File: src/rtl/bus_arbiter.sv
// -----------------------------------------------------------------------------
// bus_arbiter
//   Two-requester arbiter in front of a single downstream memory port.
//   Requester 0 is instruction fetch, requester 1 is the memory stage.
//   One transaction owns the port from grant until m_data_ok. After it ends
//   there is always one IDLE cycle before the next grant.
//
//   Configuration macro: BUS_ARB_ROUND_ROBIN_EN
//     defined   : on contention, the requester that did not win last time wins.
//     undefined : fixed priority, and the memory stage (index 1) always wins.
//
// Ports
//   clk, reset        clock; asynchronous active-low reset
//   req_valid[1:0]    per-requester request valid
//   req_addr/size/    per-requester request payload
//   strobe/wdata        (strobe == 0 means a read)
//   resp_addr_ok[1:0] address accepted, routed to the owner only
//   resp_data_ok[1:0] transaction complete, routed to the owner only
//   resp_rdata        read data (copy of m_rdata)
//   m_valid/addr/     shared downstream request. While in GRANT the payload
//   size/strobe/wdata   follows the owner's request combinationally.
//   m_addr_ok/        shared downstream response
//   m_data_ok/m_rdata
//   grant_id          current owner index
//   busy              high while a transaction is in flight
// -----------------------------------------------------------------------------
module bus_arbiter #(
    parameter int AW = 64,
    parameter int DW = 64
) (
    input  logic                     clk,
    input  logic                     reset,
    input  logic [1:0]               req_valid,
    input  logic [1:0][AW-1:0]       req_addr,
    input  logic [1:0][2:0]          req_size,
    input  logic [1:0][DW/8-1:0]     req_strobe,
    input  logic [1:0][DW-1:0]       req_wdata,
    output logic [1:0]               resp_addr_ok,
    output logic [1:0]               resp_data_ok,
    output logic [DW-1:0]            resp_rdata,
    output logic                     m_valid,
    output logic [AW-1:0]            m_addr,
    output logic [2:0]               m_size,
    output logic [DW/8-1:0]          m_strobe,
    output logic [DW-1:0]            m_wdata,
    input  logic                     m_addr_ok,
    input  logic                     m_data_ok,
    input  logic [DW-1:0]            m_rdata,
    output logic                     grant_id,
    output logic                     busy
);

    typedef enum logic {IDLE = 1'b0, GRANT = 1'b1} state_t;

    state_t state, state_nxt;
    logic   owner, owner_nxt;
    logic   pick;
    logic   in_grant;
    logic [1:0] owner_sel;

`ifdef BUS_ARB_ROUND_ROBIN_EN
    logic last_owner;
`endif

    // Winner among the current requesters. A lone requester always wins; the
    // policy only matters when both are asking in the same IDLE cycle.
    always_comb begin
        pick = 1'b0;
        unique case (req_valid)
            2'b01:   pick = 1'b0;
            2'b10:   pick = 1'b1;
`ifdef BUS_ARB_ROUND_ROBIN_EN
            default: pick = ~last_owner;
`else
            default: pick = 1'b1;
`endif
        endcase
    end

    always_comb begin
        state_nxt = state;
        owner_nxt = owner;
        unique case (state)
            IDLE: begin
                if (|req_valid) begin
                    state_nxt = GRANT;
                    owner_nxt = pick;
                end
            end
            GRANT: begin
                // The owner may drop req_valid early. The grant is held
                // until the downstream port reports completion.
                if (m_data_ok) state_nxt = IDLE;
            end
            default: state_nxt = IDLE;
        endcase
    end

    always_ff @(posedge clk or negedge reset) begin
        if (!reset) begin
            state <= IDLE;
            owner <= 1'b0;
        end else begin
            state <= state_nxt;
            owner <= owner_nxt;
        end
    end

`ifdef BUS_ARB_ROUND_ROBIN_EN
    // At reset last_owner points at requester 1, so the first contended
    // grant goes to fetch.
    always_ff @(posedge clk or negedge reset) begin
        if (!reset)                         last_owner <= 1'b1;
        else if (state == IDLE && |req_valid) last_owner <= pick;
    end
`endif

    assign in_grant  = (state == GRANT);
    assign owner_sel = owner ? 2'b10 : 2'b01;

    always_comb begin
        m_valid      = in_grant;
        busy         = in_grant;
        grant_id     = owner;
        m_addr       = req_addr[owner];
        m_size       = req_size[owner];
        m_strobe     = req_strobe[owner];
        m_wdata      = req_wdata[owner];
        // Downstream handshakes only reach the owner, and only while granted.
        // Handshakes that arrive during IDLE are dropped here.
        resp_addr_ok = {2{in_grant & m_addr_ok}} & owner_sel;
        resp_data_ok = {2{in_grant & m_data_ok}} & owner_sel;
        resp_rdata   = m_rdata;
    end

endmodule

File: config.mk
export PLATFORM = sky130hd
export DESIGN_NAME = bus_arbiter
export DESIGN_NICKNAME = d
export VERILOG_FILES = /design/src/rtl/bus_arbiter.sv
export SDC_FILE = /design/constraint.sdc
export NUM_CORES = 1
export LEC_CHECK = 0
export CORE_AREA = 5 5 213 215
export CTS_CLUSTER_SIZE = 25
export DETAILED_ROUTE_END_ITERATION = 16
export DIE_AREA = 0 0 218 220
export GPL_TIMING_DRIVEN = 0
export PLACE_DENSITY_LB_ADDON = 0.1
export REMOVE_ABC_BUFFERS = 1
export SLEW_MARGIN = 20
export SYNTH_ARGS = -nofsm -noshare
export SYNTH_HDL_FRONTEND = slang
export SYNTH_SLANG_ARGS = --single-unit
File: constraint.sdc
create_clock -name clk -period 1.3 [get_ports clk]
set_input_delay 0.195 -clock clk [delete_from_list [all_inputs] [get_ports clk]]
set_output_delay 0.195 -clock clk [all_outputs]
set_load 0.005 [all_outputs]
# Yosys cells after proc, flatten, opt, wreduce, memory -nomap -nowiden
# Cells that the tools add are included.
[word_totals]
regBits = 2
latchBits = 0
mem_bits_rw = 0
rom_bits = 0
in_bits = 348
out_inout_bits = 210
mem_count = 0
[op_classes]
add_sub_neg = 0
mul = 0
div_mod_pow = 0
magnitude_cmp = 1
n_eq_ne = 1
shifts = 0
muxes = 13
bitwise_logic = 5
reduce_logical = 2
[ops]
columns = ["op", "n"]
rows = [
  ["$mux W64", 4],
  ["$mux W8", 2],
  ["$mux W3", 2],
  ["$and A2 B2 Y2", 2],
  ["$mux W1", 3],
  ["$and A1 B1 Y1", 2],
  ["$eq A2 B1 Y1 const B", 1],
  ["$lt A1 B2 Y1 const B", 1],
  ["$mux W2", 1],
  ["$pmux W1 S2", 1],
  ["$reduce_and A2 Y1", 1],
  ["$reduce_or A2 Y1", 1],
  ["$not A1 Y1", 1],
]

# Logic depth before layout (Yosys ltp)
[logic_depth]
ltp_word = 3
ltp_mapped = 4

# Worst setup path after synthesis
# Ideal clock, no wire load.
[synth_timing]
path_type = "reg2out"
from = "register owner, in the netlist grant_id"
to = "output port m_wdata[10]"
arrival_time_ps = 1093
t_required_ps = 1105
path_slack_ps = 12
stages_incl_launch_ff = 5
path_buffers = 3
path_cell_list = "dfrtp_1 > buf_6 > buf_6 > buf_6 > mux2_4"
[synth_between]
elab_chain_len = 2
[synth_lines]
columns = ["element", "line_no", "text"]
rows = [
  ["start, declared", "56", "logic owner, owner_nxt;"],
  ["start signal, assigned", "105", "owner <= owner_nxt;"],
  ["$mux W64 (implied by the code) (2 in series)", "128", "m_wdata = req_wdata[owner];"],
  ["end, declared", "45", "output logic [DW-1:0] m_wdata,"],
]
# Every way passes these cells. The select of a mux whose other input is x is not followed.

# Worst setup path after layout
[layout_timing]
from = "register owner, in the netlist grant_id"
to = "output port m_addr[38]"
[layout_between]
elab_chain_len = 2
[layout_lines]
columns = ["element", "line_no", "text"]
rows = [
  ["$mux W64 (implied by the code) (2 in series)", "125", "m_addr = req_addr[owner];"],
  ["end, declared", "42", "output logic [AW-1:0] m_addr,"],
]
# Every way passes these cells. The select of a mux whose other input is x is not followed.

==> results <==
[what timing repair did]
item / in CTS / in global routing
buffers inserted: 56 / 14
pin swaps: 1 / 1
cloned: 16 / 2
endpoints found under the setup margin: 146 / 145
gates resized for setup: 674 / 108
[cell usage in the layout (no fill, tap or decap)]
cell type / count
clkbuf_1: 1
mux2_2: 52
dlygate4sd2_1: 2
diode_2: 1
buf_4: 7
a22o_1: 1
nor3_1: 1
nor3b_2: 2
dfrtp_4: 1
clkbuf_16: 5
a21oi_1: 1
buf_6: 122
mux2_4: 87
inv_1: 1
dfrtp_2: 1
buf_8: 9
buf_16: 11
buf_12: 19
clkdlybuf4s50_1: 283
clkbuf_2: 18
and3_4: 2
buf_2: 32
nand2b_1: 1
[cell usage after synthesis]
cell type / n
mux2_2: 84
buf_4: 65
mux2_4: 55
buf_2: 8
buf_6: 8
and3_1: 2
dfrtp_1: 2
nor3b_1: 2
a21oi_1: 1
a22o_1: 1
inv_1: 1
nand2b_1: 1
nor3_1: 1
[flip-flops by register name (all words and copies together), names as in the netlist]
| register | flops |
|---|---|
| busy | 1 |
| grant_id | 1 |
[area by class of cell]
type | count | area, sq um | area share
Clock buffer | 4 | 78.8 | 0.00957
Timing Repair Buffer | 505 | 5400 | 0.655
Antenna cell | 1 | 2.50 | 0.000304
Tap cell | 592 | 741 | 0.0899
Inverter | 1 | 3.75 | 0.000456
Sequential cell | 2 | 55.1 | 0.00668
Multi-Input combinational cell | 147 | 1960 | 0.238
[worst reg2reg max path: stages, from the launching register on]
cell	delay, ns
dfrtp_4	0.51
buf_6	0.15
buf_12	0.14
buf_12	0.13
buf_6	0.10
a22o_1	0.16
[cells by family after synthesis]
group                  Yosys count  share of synthesized area
AOI/OAI and AO/OA                2                    0.00551
muxes                          139                      0.710
and+or+nand+nor                  6                     0.0155
DFF                              2                     0.0201
buffers and inverters           82                      0.249
[how the worst max path moves through the flow]
stage,start,endpoint,slack [ns],cells after the start
after detailed placement,grant_id,m_addr[38],-1.11,4
after floorplan,grant_id,m_addr[0],-3.39,1
after global placement,grant_id,m_addr[38],-5.84,2
after global routing,grant_id,m_addr[38],-0.68,6
final,grant_id,m_addr[38],-0.64,6
after CTS,grant_id,m_wdata[42],-0.69,6
[power breakdown]
| group | switching (mW) | leakage [nW] | internal [mW] |
|---|---|---|---|
| clock network | 0.0702 | 0.0382 | 0.403 |
| logic | 1.88 | 3.47 | 4.21 |
| registers | 0.0221 | 0.0208 | 0.0781 |
[layer usage]
layer  up-vias  part of all wire  track usage
li1       1624                 -            -
met5         -            0.0094       0.0448
met2       401              0.43        0.159
met4         4            0.0057      0.00544
met1      1642              0.36        0.105
met3        12              0.19       0.0897
==> metrics.cfg <==
[clock_tree]
cts.htree.levels=1
path_clk_slew_ns=0.03
numCtsBuffers=3
cts_tree=built
numClockSinks=2
clock_latency_ns=0.22
ctsHoldBuffers=0
cts-root-buf=clkbuf_16
clockBufferDepth=2

[critical_path]
cp.arrival_ns=1.74
rrSetupSlack_ns=0
startpoint_type=flip-flop
r2r-end=grant_id
cp.required_ns=1.11
path_cells=buf_16 > buf_16 > buf_8 > buf_6 > mux2_4 > buf_6
crit_path_max_fanout=7
r2r-start=grant_id
critPathSlowestCell=dfrtp_4
cp_top_family=buffers and inverters
slowest_delay_ns=0.51
path_class=reg -> out
path_buf_inv=5
critPathCaptureType=output pin
rr_worst_depth=5

[yosys]
ys_seq_area_frac=0.0201
synth_warnings=0
ys_seq_elements=2
synth_cell_type_count=13
synthCells=231
yosysTopAreaCell=mux2_2
synth.avg_cell_area_sq_um=10.8
synthTopCellsByArea=mux2_2, mux2_4, buf_4
syn_area_sq_um=2500
synth_top_area_frac=0.379

[floorplan]
die_h_um=220
ios=558
dieArea_sq_um=48000
start_util=0.0573
fp.coreArea_sq_um=43500
die_w_um=218
num_rows=77

[drt]
drt-initial-drc-count=65
dr.pass1.iters=4
vias_per_cell=2.94
num_vias=3683
ant_nets=0
wl_per_cell_um=21.5
drcViolationCount=0
finalWirelength_um=27000

[sta]
fin_setup_tns_ns=-68.12
hold_viol=0
timing.fmax_mhz=516
finalMaxSlewViolations=0
whs_ns=0.148
slew_headroom=0.899
finalWorstSetupSlack_ns=-0.640
tightest_slew_ns=0.150
rsz0062_at_grt=yes
setup_viol=145
fin_crit_ns=1.94
finClkSkew_ns=0.00429
fin_crit_sh=1.49

[status]
violations=setup timing
status=finished with violations

[final_layout]
fin_util=0.189
fin_nets=1008
stdcell_count=1252
final_area_sq_um=8240
num-fill-cells=4857
layout-drive-gt1-share=0.558
syn2layout_area_growth_pct=230

[pwr]
p_per_area_nw_per_um2=809
ir_worst_vdd_mv=0.476
power_mw=6.66
power.leakage_nw=3.53

[min_path]
hp-class=in -> async

[placed_design]
portBuffers=429
dp_slack_ns=-1.11
place_area_sq_um=7000
dpl.hpwl_um=21000
dp_cells=1174
gp_congestion=0.718

[global_routing]
track_usage=0.101
grt_overflow=0
antenna_found_initial=1
grt_pass1_vias=4050
grt_pass1_wl_um=34200
grt_max_degree=12

[flow_run]
cap_violations=0

No activity file was read; power rests on OpenSTA's default activity.
